[config.mk]
export PLATFORM = sky130hd
export DESIGN_NAME = vga_timing_ctrl
export DESIGN_NICKNAME = d
export VERILOG_FILES = /design/src/rtl/vga_timing_pkg.sv /design/src/rtl/vga_axis_counter.sv /design/src/rtl/vga_timing_ctrl.sv
export SDC_FILE = /design/constraint.sdc
export NUM_CORES = 1
export LEC_CHECK = 0
export ABC_AREA = 0
export ABC_CLOCK_PERIOD_IN_PS = 3200
export CORE_MARGIN = 2
export CORE_UTILIZATION = 31
export DETAILED_ROUTE_END_ITERATION = 8
export HOLD_SLACK_MARGIN = 0.03
export MAX_ROUTING_LAYER = met4
export PLACE_DENSITY = 0.7
export SETUP_SLACK_MARGIN = 0.1
export SYNTH_ARGS = -nofsm -noshare
export SYNTH_HDL_FRONTEND = slang
export SYNTH_SLANG_ARGS = --single-unit
[constraint.sdc]
create_clock -name CLOCK_50_I -period 3.2 [get_ports CLOCK_50_I]
set_input_delay 0.32 -clock CLOCK_50_I [delete_from_list [all_inputs] [get_ports CLOCK_50_I]]
set_output_delay 0.32 -clock CLOCK_50_I [all_outputs]
set_load 0.01 [all_outputs]
[src/rtl/vga_timing_pkg.sv]
// Shared VGA timing constants, pixel colour type and the colour-bar helper.
// The bar helper is used only when VGA_TEST_PATTERN_EN is defined.
package vga_timing_pkg;

    // Default 640x480@60 Hz timing. Horizontal values are pixels; vertical values are lines.
    localparam int unsigned H_VISIBLE_DEF = 640;
    localparam int unsigned H_FRONT_DEF   = 16;
    localparam int unsigned H_SYNC_DEF    = 96;
    localparam int unsigned H_BACK_DEF    = 48;
    localparam int unsigned V_VISIBLE_DEF = 480;
    localparam int unsigned V_FRONT_DEF   = 10;
    localparam int unsigned V_SYNC_DEF    = 2;
    localparam int unsigned V_BACK_DEF    = 33;

    localparam int unsigned H_TOTAL_DEF =
        H_VISIBLE_DEF + H_FRONT_DEF + H_SYNC_DEF + H_BACK_DEF;
    localparam int unsigned V_TOTAL_DEF =
        V_VISIBLE_DEF + V_FRONT_DEF + V_SYNC_DEF + V_BACK_DEF;

    typedef struct packed {
        logic [7:0] r;
        logic [7:0] g;
        logic [7:0] b;
    } vga_rgb_t;

    // Eight 80-pixel bars. The bar index bits map to {R,G,B}, so bar 0 is black and bar 7 is white.
    function automatic vga_rgb_t bar_rgb(input logic [9:0] h);
        logic [2:0] bar;
        vga_rgb_t   c;
        bar = 3'(h / 10'd80);
        c.r = {8{bar[2]}};
        c.g = {8{bar[1]}};
        c.b = {8{bar[0]}};
        return c;
    endfunction

endpackage

[src/rtl/vga_axis_counter.sv]
// One raster axis: a counter that wraps at the axis total, plus active/sync decode.
// wrap is combinational so that it can chain into the next axis in the same cycle.
module vga_axis_counter #(
    parameter int unsigned VISIBLE = 640,
    parameter int unsigned FRONT   = 16,
    parameter int unsigned SYNC    = 96,
    parameter int unsigned BACK    = 48
) (
    input  logic       CLOCK_50_I,
    input  logic       resetn,
    input  logic       count_en,
    output logic [9:0] cnt,
    output logic       wrap,
    output logic       active,
    output logic       sync_n
);

    localparam int unsigned TOTAL    = VISIBLE + FRONT + SYNC + BACK;
    localparam logic [9:0] LAST      = 10'(TOTAL - 1);
    localparam logic [9:0] VIS_END   = 10'(VISIBLE);
    localparam logic [9:0] SYNC_BEG  = 10'(VISIBLE + FRONT);
    localparam logic [9:0] SYNC_END  = 10'(VISIBLE + FRONT + SYNC);  // exclusive

    logic [9:0] cnt_q, cnt_d;

    // Next count: increment on enable and wrap to zero after the last position.
    always_comb begin
        wrap  = count_en && (cnt_q == LAST);
        cnt_d = cnt_q;
        if (wrap) begin
            cnt_d = '0;
        end else if (count_en) begin
            cnt_d = cnt_q + 10'd1;
        end
    end

    // Counter register. Asynchronous reset returns the count to the origin.
    always_ff @(posedge CLOCK_50_I or negedge resetn) begin
        if (!resetn) begin
            cnt_q <= '0;
        end else begin
            cnt_q <= cnt_d;
        end
    end

    assign cnt    = cnt_q;
    assign active = (cnt_q < VIS_END);
    assign sync_n = !((cnt_q >= SYNC_BEG) && (cnt_q < SYNC_END));

endmodule

[src/rtl/vga_timing_ctrl.sv]
// VGA raster timing generator with a registered pixel output stage.
// Define VGA_TEST_PATTERN_EN to replace the iRed/iGreen/iBlue inputs with eight colour bars.
module vga_timing_ctrl
    import vga_timing_pkg::*;
#(
    parameter int unsigned H_VISIBLE = H_VISIBLE_DEF,
    parameter int unsigned H_FRONT   = H_FRONT_DEF,
    parameter int unsigned H_SYNC    = H_SYNC_DEF,
    parameter int unsigned H_BACK    = H_BACK_DEF,
    parameter int unsigned V_VISIBLE = V_VISIBLE_DEF,
    parameter int unsigned V_FRONT   = V_FRONT_DEF,
    parameter int unsigned V_SYNC    = V_SYNC_DEF,
    parameter int unsigned V_BACK    = V_BACK_DEF
) (
    input  logic       CLOCK_50_I,
    input  logic       resetn,
    input  logic       enable,
    input  logic [7:0] iRed,
    input  logic [7:0] iGreen,
    input  logic [7:0] iBlue,
    output logic [9:0] oCoord_X,
    output logic [9:0] oCoord_Y,
    output logic       oFrame_start,
    output logic [7:0] oVGA_R,
    output logic [7:0] oVGA_G,
    output logic [7:0] oVGA_B,
    output logic       oVGA_H_SYNC,
    output logic       oVGA_V_SYNC,
    output logic       oVGA_SYNC,
    output logic       oVGA_BLANK
);

    logic [9:0] h_cnt, v_cnt;
    logic       h_wrap, v_wrap;
    logic       h_active, v_active;
    logic       h_sync_n, v_sync_n;
    logic       visible;
    vga_rgb_t   pix_src;

    vga_rgb_t rgb_q, rgb_d;
    logic     hs_q, hs_d;
    logic     vs_q, vs_d;
    logic     blank_q, blank_d;
    logic     fs_q, fs_d;

    vga_axis_counter #(
        .VISIBLE (H_VISIBLE),
        .FRONT   (H_FRONT),
        .SYNC    (H_SYNC),
        .BACK    (H_BACK)
    ) u_h_axis (
        .CLOCK_50_I (CLOCK_50_I),
        .resetn     (resetn),
        .count_en   (enable),
        .cnt        (h_cnt),
        .wrap       (h_wrap),
        .active     (h_active),
        .sync_n     (h_sync_n)
    );

    // The line counter advances only when the pixel counter wraps.
    vga_axis_counter #(
        .VISIBLE (V_VISIBLE),
        .FRONT   (V_FRONT),
        .SYNC    (V_SYNC),
        .BACK    (V_BACK)
    ) u_v_axis (
        .CLOCK_50_I (CLOCK_50_I),
        .resetn     (resetn),
        .count_en   (h_wrap),
        .cnt        (v_cnt),
        .wrap       (v_wrap),
        .active     (v_active),
        .sync_n     (v_sync_n)
    );

    assign visible = h_active && v_active;

    // Pixel source: the colour bars or the upstream colour for the current coordinate.
    always_comb begin
`ifdef VGA_TEST_PATTERN_EN
        pix_src = bar_rgb(h_cnt);
`else
        pix_src = '{r: iRed, g: iGreen, b: iBlue};
`endif
    end

`ifdef VGA_TEST_PATTERN_EN
    logic unused_rgb_in;
    assign unused_rgb_in = ^{iRed, iGreen, iBlue};
`endif

    // Output stage next state. Values are decoded from the coordinate that is current on this tick.
    always_comb begin
        rgb_d   = rgb_q;
        hs_d    = hs_q;
        vs_d    = vs_q;
        blank_d = blank_q;
        fs_d    = v_wrap;  // v_wrap already implies enable and the h wrap
        if (enable) begin
            rgb_d   = visible ? pix_src : '0;
            blank_d = visible;
            hs_d    = h_sync_n;
            vs_d    = v_sync_n;
        end
    end

    // Output registers. Reset is asynchronous so the DAC is blanked immediately.
    always_ff @(posedge CLOCK_50_I or negedge resetn) begin
        if (!resetn) begin
            rgb_q   <= '0;
            hs_q    <= 1'b1;
            vs_q    <= 1'b1;
            blank_q <= 1'b0;
            fs_q    <= 1'b0;
        end else begin
            rgb_q   <= rgb_d;
            hs_q    <= hs_d;
            vs_q    <= vs_d;
            blank_q <= blank_d;
            fs_q    <= fs_d;
        end
    end

    assign oCoord_X     = h_cnt;
    assign oCoord_Y     = v_cnt;
    assign oFrame_start = fs_q;
    assign oVGA_R       = rgb_q.r;
    assign oVGA_G       = rgb_q.g;
    assign oVGA_B       = rgb_q.b;
    assign oVGA_H_SYNC  = hs_q;
    assign oVGA_V_SYNC  = vs_q;
    assign oVGA_BLANK   = blank_q;
    assign oVGA_SYNC    = 1'b0;

endmodule

Word-level counts from Yosys, hierarchy flattened. Cells that the tools add are included.

Mux-type cells: 5. Shift-type cells: 0. Reductions and logical operators: 9. $lt $le $gt $ge: 6. Multipliers: 0. Equality and inequality tests: 2. Add/sub/neg operators: 2. Divide/modulo/power cells: 0. Bitwise logic cells: 0.

Operators by type and width (number): $mux 10 (4); $mux 24 (1); $add 10x1->10 const B (2); $eq 10x10->1 const B (2); $lt 10x10->1 const B (2); $lt 10x9->1 const B (2); $ge 10x10->1 const B (1); $ge 10x9->1 const B (1); $logic_and 1x1->1 (5); $reduce_bool 2->1 (2); $logic_not 1->1 (2).

Latch bits: 0. Input port bits: 27. ROM bits: 0. Output and inout bits: 49. Bits in registers: 48. Memories: 0. Memory bits (writable): 0. Logic and storage cells: 33.

Longest topological paths before layout.
Depth after elaboration: 4. Mapped depth: 6. Depth with buffers taken out: 6.

Modules after synthesis. Synthesis repeated with hierarchy kept, for this count alone.

Cell total of the unflattened synthesis: 227. Area, all modules: 2331.0 sq um.

By module, submodules not included: vga_timing_ctrl (times used 1, area each 1208.7 sq um, cells each 116, sequential area each 703.2 sq um); vga_axis_counter (u_h_axis) (times used 1, area each 565.5 sq um, cells each 56, sequential area each 250.2 sq um); vga_axis_counter (u_v_axis) (times used 1, area each 556.8 sq um, cells each 55, sequential area each 250.2 sq um).

Worst setup path before layout. No wires, ideal clock.

Path type: register to register. Start: register u_h_axis.cnt_q[5], in the netlist u_h_axis.cnt[5]. End: register u_v_axis.cnt_q[3], in the netlist u_v_axis.cnt[3]. Clock period less this slack: 1.736 ns. Required time: 3.071 ns. Setup time: 0.129 ns. Slack: 1.464 ns. Stages on the path, launching flop included: 6. Arrival: 1.607 ns. Path buffers: 1. Cell sequence: dfrtp_1 > nor4b_4 > or3b_4 > buf_2 > a22oi_1 > o31ai_1.

Cells in the longest elaborated chain, start to end: 4. Elaborated cells between the ends (all ways): 5. Those cells by class: eq/ne: 1; mux: 1; reduce/logical: 3.

RTL lines: start: declaration (line vga_axis_counter.sv:24) `logic [9:0] cnt_q, cnt_d;`; start signal: assignment (line vga_axis_counter.sv:42) `cnt_q <= cnt_d;`; $eq 10x10->1 * (line vga_axis_counter.sv:28) `wrap = count_en && (cnt_q == LAST);`; $logic_and 1x1->1 * (line vga_axis_counter.sv:28); $logic_and 1x1->1 (line vga_axis_counter.sv:28); $mux 10 or $reduce_bool 2->1 (tied branches); end signal: assignment (line vga_axis_counter.sv:42); end: declaration (line vga_axis_counter.sv:24).

Mark *: on every way between the ends. The rest lies on a longest branch, timed or not. A chain may end at the register's enable or synchronous reset.

Worst setup path in the final report.
Start: register u_v_axis.cnt_q[5], in the netlist u_v_axis.cnt[5]. End: register rgb_q (netlist bit oVGA_B[0]).

Cells in the longest elaborated chain, start to end: 3.

RTL lines: $lt 10x9->1 (line vga_axis_counter.sv:47) `assign active = (cnt_q < VIS_END);`; $logic_and 1x1->1 (line vga_timing_ctrl.sv:77) `assign visible = h_active && v_active;`; $mux 24 (line vga_timing_ctrl.sv:101) `rgb_d = visible ? pix_src : '0;`; end signal: assignment (line vga_timing_ctrl.sv:117) `rgb_q <= rgb_d;`; end: declaration (line vga_timing_ctrl.sv:40) `vga_rgb_t rgb_q, rgb_d;`.

No other way between the ends.

==> metrics.cfg <==
[global_routing]
grt_start_max_net_pins=49
first_global_vias=1593
grt_antenna_before_repair=0
grt_first_pass_wirelength_um=7962
grt.overflow.total=0
grt_use_total=0.1403

[clock_tree]
clock-sinks=48
cts.hold.buffers_added=0
h-tree-depth=2
cts_made_buffers=5
cts_buffer_depth=2
cts_tree=built
cts_root_buffer=sky130_fd_sc_hd__clkbuf_8
resized_gates_after_cts=0
clkTransAtPathRegs_ns=0.09
post-cts-setup-buffers=0
insertion_delay_ns=0.30

[critical_path]
startpoint_type=flip-flop
cp.required_ns=3.43
regToRegEndpoint=oVGA_B[0]
worst_r2r_path_depth=4
timing.critical_path.slowest_stage_cell=sky130_fd_sc_hd__and4_1
crit_path_end_kind=flip-flop
cp.arrival_ns=2.16
worstReg2RegStart=u_v_axis.cnt[5]
crit_path_max_fanout=25
timing.critical_path.cells=and3_1, nand2_1, and4_1, a22o_1
slowest_delay_ns=0.84
rrSetupSlack_ns=1.27
setup.worst_path.class=flip-flop to flip-flop

[placed_design]
post-dp-hpwl_um=3219
placed_area_um2=2856
placedCellCount=318
preCtsSetupSlack_ns=0.9723
routabilityCongestion=0.8281
portBuffers=74

[power]
total_power_mw=1.374
vdd_drop_max_v=0.0003234
leakagePower_nw=1.294
p_per_area_nw_per_um2=460.8

[synthesis]
synth_cell_types=37
postSynthCellCount=175
mean_post_synth_cell_area_um2=11.76
synth_area_um2=2058
postSynthNetCount=206
synth-seq-cells=48
yosysWarnings=0
synth_seq_area_share=0.5848

[timing]
final_hold_viol_count=0
final.setup.tns_ns=0
achievable-frequency_mhz=517.0
tightest_slew_ns=1.066
fin_crit_ns=1.934
fin_worst_skew_ns=0.009794
max_slew_margin=0.2891
rsz0062_at_grt=false
final_max_slew_viol_count=0
fin_crit_sh=0.6045
setup-violations-final=0
whs_ns=0.2145
setup_slack_ns=1.266

[drt]
detail-route-antenna-nets=0
detailroute.via_count=1682
remaining_drc_errors=0
post_drt_via_cell_ratio=5.160
drt_pre_antenna_iters=4
wl_per_cell_um=14.62
routed_wirelength_um=4766
initialDrtViolationCount=56

[layout]
finalInstanceArea_um2=2983
post_route_cells_drive_above_1_share=0.06827
filler_cell_count=602
antennaDiodeCount=0
multiInputGateArea_um2=790.8
final_core_util=0.4671
syn2layout_area_growth_pct=44.92
final_nets=279
final_cells=326
area.sequential_um2=1204

[die]
initial_core_util=0.3223
floorplan_die_area_um2=7307
design.portCount=76
placeableCoreArea_um2=6386
die_x_um=85.48
die_height_um=85.48
rows=29

[job]
max-cap-violations=0

[run_status]
run_status=finished clean

[min_path]
hold_path_class=primary input to asynchronous set/reset pin

worst max path at each step:
stage	start	depth (start not counted)	slack (ns)	endpoint
after floorplan	u_h_axis.cnt[5]	5	1.46	u_v_axis.cnt[3]
after global placement	enable	6	1.02	u_v_axis.cnt[9]
after detailed placement	enable	6	0.97	u_v_axis.cnt[3]
after CTS	u_v_axis.cnt[5]	4	1.28	oVGA_B[0]
after global routing	enable	6	1.08	u_v_axis.cnt[8]
final	u_v_axis.cnt[5]	4	1.27	oVGA_B[0]
final cells by class:
| type | count | share of cell area |
|---|---|---|
| clock inverters | 1 | 0.01007 |
| repair buffers | 75 | 0.2492 |
| inverters | 6 | 0.007550 |
| clock buffers | 7 | 0.03230 |
| multi-input cells | 112 | 0.2651 |
| well taps | 77 | 0.03230 |
| flip-flops and latches | 48 | 0.4035 |
flip-flops by register name (all words and copies together), names as in the netlist:
name and cells:
oVGA_R 8, u_h_axis.cnt 10, oVGA_G 8, oVGA_V_SYNC 1, u_v_axis.cnt 10, oFrame_start 1, oVGA_H_SYNC 1, oVGA_BLANK 1
oVGA_B 8
cells by family after synthesis:
family,Yosys count,synth area share
other cells,1,0.001822
buf+inv,15,0.03100
simple gates,50,0.1489
compound gates,48,0.1702
fa+ha+maj,4,0.02432
xor+xnor,8,0.03404
mux,1,0.004863
flops,48,0.5848
report_power, final:
group	switching, mW	internal, mW	leakage (nW)
clock	0.195	0.276	0.0645
sequential	0.0586	0.637	0.643
combinational	0.0797	0.128	0.587
worst max-delay path: cells and delay by family, from the launching register on:
family	cells	cell delay (ns)
flip-flops	1	0.45
AO/OA/AOI/OAI	1	0.25
AND/OR/NAND/NOR	3	1.16
routing by layer:
layer,global-route usage,vias up,wire length (µm),share of wire
li1,-,785,-,-
met1,0.2021,818,2346,0.49
met2,0.1911,77,2010,0.42
met3,0.04183,2,392,0.082
met4,0.03896,0,16,0.0034
met5,-,-,0,0
cell usage after synthesis (all sizes together):
cell type,instances,area [µm²]
a21o,1,7.510
a21oi,1,5.000
a22o,24,210.2
a22oi,1,7.510
a31oi,3,18.77
and2,2,12.51
and3,2,12.51
and4,3,26.28
buf,4,22.52
clkbuf,5,18.77
conb,1,3.750
dfrtp,46,1151
dfstp,2,52.55
ha,4,50.05
inv,6,22.52
mux2i,1,10.01
nand2,9,33.78
nand2b,1,6.260
nand3,8,40.04
nand4,6,43.79
nand4b,1,8.760
nor2,8,30.03
nor3,4,20.02
nor3b,1,12.51
nor4,1,6.260
nor4b,1,23.77
nor4bb,1,10.01
o21ai,14,70.07
o31a,1,8.760
o31ai,3,22.52
or3b,2,20.02
xnor2,4,35.03
xor2,4,35.03
layout by cell type, fill, tap and decap left out, drive strengths merged, types with 2 or more instances in the layout:
cell           instances
a22o                  24
a31oi                  3
and2                   2
and3                   2
and4                   3
buf                    2
clkbuf                 7
clkdlybuf4s50         73
dfrtp                 46
dfstp                  2
ha                     4
inv                    6
nand2                  9
nand3                  8
nand4                  6
nor2                   8
nor3                   4
o21ai                 14
o31ai                  3
or3b                   2
xnor2                  4
xor2                   4
(Power assumes the default switching activity.)
